===== config.mk =====
export PLATFORM = sky130hd
export DESIGN_NAME = fifo_read_scheduler
export DESIGN_NICKNAME = d
export VERILOG_FILES = /design/src/rtl/fifo_read_scheduler.sv
export SDC_FILE = /design/constraint.sdc
export NUM_CORES = 1
export LEC_CHECK = 0
export CORE_UTILIZATION = 24
export CTS_BUF_LIST = sky130_fd_sc_hd__clkbuf_2
export CTS_CLUSTER_DIAMETER = 30
export CTS_CLUSTER_SIZE = 30
export DETAILED_ROUTE_END_ITERATION = 7
export DONT_BUFFER_PORTS = 1
export PLACE_DENSITY = 0.48
export SETUP_SLACK_MARGIN = 0.1
export SYNTH_ARGS = -nofsm -noshare
export SYNTH_HDL_FRONTEND = slang
export SYNTH_SLANG_ARGS = --single-unit

===== constraint.sdc =====
create_clock -name aclk -period 12.2 [get_ports aclk]
set_clock_uncertainty 0.2 [all_clocks]
set_input_delay 1.83 -clock aclk [delete_from_list [all_inputs] [get_ports aclk]]
set_output_delay 1.83 -clock aclk [all_outputs]
set_load 0.05 [all_outputs]

===== src/rtl/fifo_read_scheduler.sv =====
`default_nettype none
// ============================================================================
// Module   : fifo_read_scheduler
// Purpose  : Read-side burst scheduler for the clock-crossing FIFO, feeding
//            a 2-entry valid/ready output buffer. Define
//            FIFO_RD_SCHED_TIMEOUT_EN to enable the idle-timeout partial burst.
// Revision : 1.0
// ============================================================================
module fifo_read_scheduler #(
    parameter int DWIDTH    = 64,
    parameter int DATA_W    = 32,
    parameter int ADDR_W    = 4,
    parameter int BURST_LEN = 4,
    parameter int TIMEOUT   = 16
) (
    input  logic              aclk,
    input  logic              areset,
    input  logic [DWIDTH-1:0] total_writes_sync,
    input  logic              total_writes_stable,
    input  logic              flush,
    output logic              ram_rd_en,
    output logic [ADDR_W-1:0] ram_rd_addr,
    input  logic [DATA_W-1:0] ram_rd_data,
    output logic [DATA_W-1:0] m_data,
    output logic              m_valid,
    input  logic              m_ready,
    output logic [DWIDTH-1:0] total_reads,
    output logic [DWIDTH-1:0] occupancy,
    output logic              busy,
    output logic              err
);

    localparam int       C_DEPTH  = 2 ** ADDR_W;
    localparam int       C_BEAT_W = ADDR_W + 1;
    localparam logic [0:0] S_IDLE  = 1'b0;
    localparam logic [0:0] S_BURST = 1'b1;

    logic [0:0]          r_state;
    logic [0:0]          w_next_state;
    logic [DWIDTH-1:0]   r_wr_latched;
    logic [DWIDTH-1:0]   r_total_reads;
    logic [C_BEAT_W-1:0] r_beat;
    logic                r_inflight;
    logic                r_err;
    logic [DATA_W-1:0]   r_buf [2];
    logic                r_rd_ptr;
    logic                r_wr_ptr;
    logic [1:0]          r_count;

    logic [DWIDTH-1:0]   w_occ;
    logic                w_occ_neg;
    logic                w_occ_pos;
    logic                w_occ_ge_burst;
    logic                w_occ_one;
    logic                w_occ_over;
    logic                w_pop;
    logic [1:0]          w_slots;
    logic                w_issue;
    logic                w_timer_hit;

    assign w_occ          = r_wr_latched - r_total_reads;
    assign w_occ_neg      = w_occ[DWIDTH-1];
    assign w_occ_pos      = !w_occ_neg && (w_occ != '0);
    assign w_occ_ge_burst = !w_occ_neg && (w_occ >= DWIDTH'(BURST_LEN));
    assign w_occ_one      = (w_occ == DWIDTH'(1));
    assign w_occ_over     = !w_occ_neg && (w_occ > DWIDTH'(C_DEPTH));

    // A word leaving the buffer this cycle frees its slot for a new read,
    // which is what sustains one word per cycle under m_ready = 1.
    assign w_pop   = (r_count != 2'd0) && m_ready;
    assign w_slots = r_count + {1'b0, r_inflight} - {1'b0, w_pop};

`ifdef FIFO_RD_SCHED_TIMEOUT_EN
    localparam int C_TIMER_W = $clog2(TIMEOUT + 1);
    logic [C_TIMER_W-1:0] r_timer;

    always_ff @(posedge aclk) begin
        if (areset) begin
            r_timer <= '0;
        end else if ((r_state == S_BURST) || !w_occ_pos) begin
            r_timer <= '0;
        end else begin
            r_timer <= r_timer + 1'b1;
        end
    end

    assign w_timer_hit = (r_timer == C_TIMER_W'(TIMEOUT - 1));
`else
    assign w_timer_hit = 1'b0;
`endif

    always_ff @(posedge aclk) begin
        if (areset) begin
            r_state <= S_IDLE;
        end else begin
            r_state <= w_next_state;
        end
    end

    always_comb begin
        w_next_state = r_state;
        case (r_state)
            S_IDLE: begin
                if (w_occ_ge_burst || (w_occ_pos && (flush || w_timer_hit))) begin
                    w_next_state = S_BURST;
                end
            end
            S_BURST: begin
                if (!w_occ_pos) begin
                    w_next_state = S_IDLE;
                end else if (w_issue &&
                             ((r_beat == C_BEAT_W'(BURST_LEN - 1)) || w_occ_one)) begin
                    w_next_state = S_IDLE;
                end
            end
            default: w_next_state = S_IDLE;
        endcase
    end

    always_comb begin
        w_issue = 1'b0;
        busy    = 1'b0;
        if (r_state == S_BURST) begin
            busy    = 1'b1;
            w_issue = (w_slots < 2'd2) && w_occ_pos;
        end
    end

    always_ff @(posedge aclk) begin
        if (areset) begin
            r_wr_latched  <= '0;
            r_total_reads <= '0;
            r_beat        <= '0;
            r_inflight    <= 1'b0;
            r_err         <= 1'b0;
        end else begin
            if (total_writes_stable) begin
                r_wr_latched <= total_writes_sync;
            end
            if (w_issue) begin
                r_total_reads <= r_total_reads + 1'b1;
            end
            if (r_state == S_IDLE) begin
                r_beat <= '0;
            end else if (w_issue) begin
                r_beat <= r_beat + 1'b1;
            end
            r_inflight <= w_issue;
            r_err      <= r_err | w_occ_neg | w_occ_over;
        end
    end

    // RAM data lands one cycle after its strobe, tracked by r_inflight.
    always_ff @(posedge aclk) begin
        if (areset) begin
            r_buf[0] <= '0;
            r_buf[1] <= '0;
            r_rd_ptr <= 1'b0;
            r_wr_ptr <= 1'b0;
            r_count  <= 2'd0;
        end else begin
            if (r_inflight) begin
                r_buf[r_wr_ptr] <= ram_rd_data;
                r_wr_ptr        <= ~r_wr_ptr;
            end
            if (w_pop) begin
                r_rd_ptr <= ~r_rd_ptr;
            end
            r_count <= w_slots;
        end
    end

    assign ram_rd_en   = w_issue;
    assign ram_rd_addr = r_total_reads[ADDR_W-1:0];
    assign m_data      = r_buf[r_rd_ptr];
    assign m_valid     = (r_count != 2'd0);
    assign total_reads = r_total_reads;
    assign occupancy   = w_occ;
    assign err         = r_err;

endmodule
`default_nettype wire


# Yosys cells after proc, flatten, opt, wreduce, memory -nomap -nowiden
# Memory sizes are Yosys's and may differ from the RTL's. A register that Yosys moved wholly into a read port is not among the register bits.
# Index checks and enable logic that the tools add are counted.
# W data, S select, Z words.
[classes]
addsub = 5
order_cmp = 3
n_eq_ne = 2
n_mux = 16
n_bitwise = 5
reduce_logical = 14
[ops]
columns = ["op", "count"]
rows = [
  ["$add A64 B1 Y64 const B", 1],
  ["$eq A64 B1 Y1 const B", 1],
  ["$ge A64 B3 Y1 const B", 1],
  ["$gt A64 B5 Y1 const B", 1],
  ["$reduce_bool A64 Y1", 1],
  ["$sub A64 B64 Y64", 1],
  ["$mux W32", 1],
  ["$reduce_or A32 Y1", 1],
  ["$mux W1", 14],
  ["$logic_and A1 B1 Y1", 7],
  ["$add A5 B1 Y5 const B", 1],
  ["$eq A5 B2 Y1 const B", 1],
  ["$not A1 Y1", 3],
  ["$add A2 B1 Y2", 1],
  ["$logic_or A1 B1 Y1", 2],
  ["$lt A2 B2 Y1 const B", 1],
  ["$or A1 B1 Y1", 2],
  ["$pmux W1 S2", 1],
  ["$reduce_bool A2 Y1", 1],
  ["$reduce_or A2 Y1", 1],
  ["$sub A2 B1 Y2", 1],
  ["$logic_not A1 Y1", 1],
]
[word_totals]
ff_bits = 140
ram_bits = 64
output_inout_bits = 168
elab_cells = 55
mem_count = 1
[memory_table]
columns = ["memory", "words", "word_bits", "read_ports", "rd_clocked_by_memory_dff", "wr", "line", "source"]
rows = [
  ["r_buf", 2, 32, 1, 1, 2, "45", "logic [DATA_W-1:0] r_buf [2];"],
]

# Longest topological paths before layout
[logic_depth]
word_depth = 10
mapped_depth = 19

# Least setup slack after synthesis
# No wires, ideal clock.
[synth_path]
path_type = "reg2out"
startpoint = "register r_total_reads[25] (netlist: total_reads[25])"
endpoint = "output ram_rd_en"
arrival_ps = 5320
slack_ps = 4850
stages_incl_launch_ff = 17
path_cell_list = "dfxtp_1 inv_1 ha_1 clkbuf_1 nand4_1 nor4_1 nand2_1 a21oi_1 a221oi_1 o311ai_0 or3b_1 nor4b_2 nand4_4 o21ai_4 buf_6 buf_6 inv_1"
[synth_between]
elab_chain_len = 5
elab_cells_between_ends = 6
cone_classes = "add/sub (1); mux (1); reduce/logical (4)"
[synth_lines]
columns = ["element", "line", "source"]
rows = [
  ["start, declared", "41", "logic [DWIDTH-1:0] r_total_reads;"],
  ["start signal, assigned", "141", "r_total_reads <= r_total_reads + 1'b1;"],
  ["$sub A64 B64 Y64", "61", "assign w_occ = r_wr_latched - r_total_reads;"],
  ["via occupancy[61]", "28", "output logic [DWIDTH-1:0] occupancy,"],
  ["$reduce_bool A64 Y1", "63", "assign w_occ_pos = !w_occ_neg && (w_occ != '0);"],
  ["$logic_and A1 B1 Y1", "63", ""],
  ["$logic_and A1 B1 Y1", "125", "w_issue = (w_slots < 2'd2) && w_occ_pos;"],
  ["$mux W1", "123", "if (r_state == S_BURST) begin"],
  ["end, declared", "21", "output logic ram_rd_en,"],
]
# The timed path passes the listed nets, and every way through them passes these cells.

# Final worst setup path
[layout_path]
startpoint = "register r_total_reads[3] (netlist: total_reads[3])"
endpoint = "output ram_rd_en"
# The elaborated chain is that of the path after synthesis.

==> impl_metrics.env <==
export IMPL_ctsResizeCount=0
export IMPL_post_drt_wl_per_cell_um=21.8
export IMPL_worst_slew_pin_slew_ns=1.35
export IMPL_cts_sinks=205
export IMPL_die_y_um=238
export IMPL_worstSetupPathType="reg2out"
export IMPL_synth_main_ff_cell="dfxtp_1"
export IMPL_vdd_drop_max_mv=0.0670
export IMPL_maxSlewHeadroom_pct=9.57
export IMPL_crit_fanout=18
export IMPL_hp_class="reg2reg"
export IMPL_ys_warn_count=0
export IMPL_synth_edf_count=64
export IMPL_area_delta_synth_final_pct=14.1
export IMPL_fin_total_pwr_uw=2600
export IMPL_hpwl_um=41700
export IMPL_port_buffers=0
export IMPL_cts_tree="done"
export IMPL_numCtsBuffers=61
export IMPL_finalSetupTns_ns=0
export IMPL_stdcell_count=2418
export IMPL_fin_crit_sh_pct=77.6
export IMPL_root_buffer="clkbuf_2"
export IMPL_synth_area_mm2=0.0134
export IMPL_synthCells=1580
export IMPL_critical_path_required_ns=10.17
export IMPL_yosys_top_cells_area="dfxtp_1 (21%), edfxtp_1 (14%), ha_1 (6.3%), a21oi_1 (5.4%), mux2i_1 (5.1%)"
export IMPL_clk_pin_slew_ns=0.13
export IMPL_synth_seq_area_share_pct=35.4
export IMPL_cp_start_kind="flip-flop"
export IMPL_start_util_pct=24.3
export IMPL_ys_types=73
export IMPL_setup_viol=0
export IMPL_dr_pass1_iters=5
export IMPL_first_iter_violations=845
export IMPL_worstPathArrival_ns=7.43
export IMPL_layout_commonest_cell="nor2_1"
export IMPL_place_gp_congestion=0.943
export IMPL_fin_crit_ns=9.46
export IMPL_grt_max_degree=138
export IMPL_grt_pass1_wl_um=77300
export IMPL_die_width_um=238
export IMPL_grt_pass1_vias=11900
export IMPL_wirelength_um=52800
export IMPL_avgSynthCellArea_um2=8.48
export IMPL_core_area_mm2=0.0551
export IMPL_vias_per_cell=5.07
export IMPL_antenna_left=0
export IMPL_gr_total_overflow=0
export IMPL_final_hold_viol_count=0
export IMPL_placed_cells=2301
export IMPL_clk_latency_ns=1.06
export IMPL_p_leak_uw=0.00586
export IMPL_remaining_drc_errors=0
export IMPL_dieArea_mm2=0.0568
export IMPL_outcome="completed"
export IMPL_cts_buffer_depth=3
export IMPL_p_per_area_mw_per_mm2=170
export IMPL_drv_cap=0
export IMPL_synth_seq_cells=205
export IMPL_rsz0062_at_grt="false"
export IMPL_io_pins=269
export IMPL_cts_hold_buf=0
export IMPL_post_cts_buffers=0
export IMPL_slew_violations=0
export IMPL_synth_largest_area_cell="dfxtp_1"
export IMPL_num_vias=12300
export IMPL_syn_num_nets=1749
export IMPL_antenna_found_initial=3
export IMPL_synth_async_reset_ratio_pct=0
export IMPL_nNetsFinal=1785
export IMPL_grt_total_usage_pct=18.2
export IMPL_layout_common_cells="nor2_1 (166), a21oi_1 (145), dfxtp_1 (141), nand2_1 (114), inv_1 (79)"
export IMPL_worst_setup_path_end_kind="primary output"
export IMPL_h_tree_depth=2
export IMPL_max_freq_ghz=0.106
export IMPL_rows=86
export IMPL_synth_top_area_share_pct=21.1
export IMPL_drive_gt1_share_pct=12.9
final timing paths:
kind | startpoint | slack (ns) | depth (start not counted) | to
worst max-delay path | total_reads[3]$_SDFFE_PP0P_ | 2.74 | 14 | ram_rd_en
worst min-delay path | r_wr_latched[8]$_SDFFE_PP0P_ | 0.31 | 2 | r_wr_latched[8]$_SDFFE_PP0P_
worst max register to register | total_reads[3]$_SDFFE_PP0P_ | 4.71 | 15 | total_reads[50]$_SDFFE_PP0P_
worst min register to register | r_wr_latched[8]$_SDFFE_PP0P_ | 0.31 | 2 | r_wr_latched[8]$_SDFFE_PP0P_
Yosys cell counts (all sizes together) (11+ instances only):
master	count
o21ai	103
xor2	30
nor3	25
o21a	13
mux2	34
buf	26
o211ai	11
nand4	36
nand2	114
mux2i	68
dfxtp	141
or3	37
edfxtp	64
or4	26
a21oi	146
a21o	24
nor4	11
o2111ai	12
ha	67
a211oi	12
xnor2	50
and2	71
nor2	166
nand3	37
clkbuf	55
inv	79
o31ai	23
flip-flops by register name (all words and copies together) (netlist names), named ones only:
name / count
r_buf: 64
r_wr_latched: 64
total_reads: 64
r_beat: 5
r_count: 2
err: 1
r_inflight: 1
r_rd_ptr: 1
r_state: 1
r_wr_ptr: 1
kinds of logic (layout without fill, tap and decap cells):
kind of cell	count (synthesis)	count (layout)	share of synthesized area [%]
xor+xnor	80	80	5.23
buf+inv	160	248	5.09
simple gates	567	567	21.5
fa+ha+maj	68	68	6.41
compound gates	398	398	18.4
flops	205	205	35.4
mux	102	102	7.94
other cells	0	2	0
stage by stage:
stage | cell area [um2] | utilization (%) | hold slack (ns) | setup WS [ns]
6_report | 15300 | 27.8 | 0.308 | 2.74
2_1_floorplan | 13400 | - | 0.260 | 4.85
3_3_place_gp | 14400 | 26.2 | 0.280 | 3.66
4_1_cts | 15300 | 27.7 | 0.313 | 2.36
5_1_grt | 15300 | 27.8 | 0.346 | 2.28
3_5_place_dp | 14400 | 26.2 | 0.288 | 3.70
report_power, final:
| part | internal, uW | switching [uW] |
|---|---|---|
| clock | 412 | 371 |
| combinational | 274 | 778 |
| sequential | 742 | 22.4 |
| total | 1430 | 1170 |
layer usage:
layer / wire length, um / vias up / share of wire [%] / GRT usage, %
met5: 13 / - / 0.025 / 0
met4: 1840 / 2 / 3.5 / 6.76
met3: 5320 / 101 / 10 / 7.47
met2: 23800 / 441 / 45 / 29.3
met1: 21800 / 5873 / 41 / 21.5
li1: - / 5843 / - / -
cell type report:
type | instances | area (um2)
clock buffer | 69 | 345
sequential | 205 | 4740
antenna | 2 | 5.00
multi-input combinational | 1215 | 8030
inverter | 79 | 297
clock inverter | 46 | 522
tap | 748 | 936
timing repair buffer | 54 | 409
fill | 6050 | 39800
worst max-delay path, stage by stage, from the launching register on:
cell and delay, ns:
dfxtp_1 1.05, inv_1 0.20, ha_1 0.42, o211ai_1 0.10, a21oi_1 0.36, o21ai_2 0.16, o21ai_1 0.61, a31oi_1 0.26
o21ai_1 0.33, a211oi_1 0.22, xnor2_2 0.34, nor4b_1 1.10, nand4_4 0.59, o21ai_4 0.32, inv_1 0.27
Power figures use the tool's default switching activity.
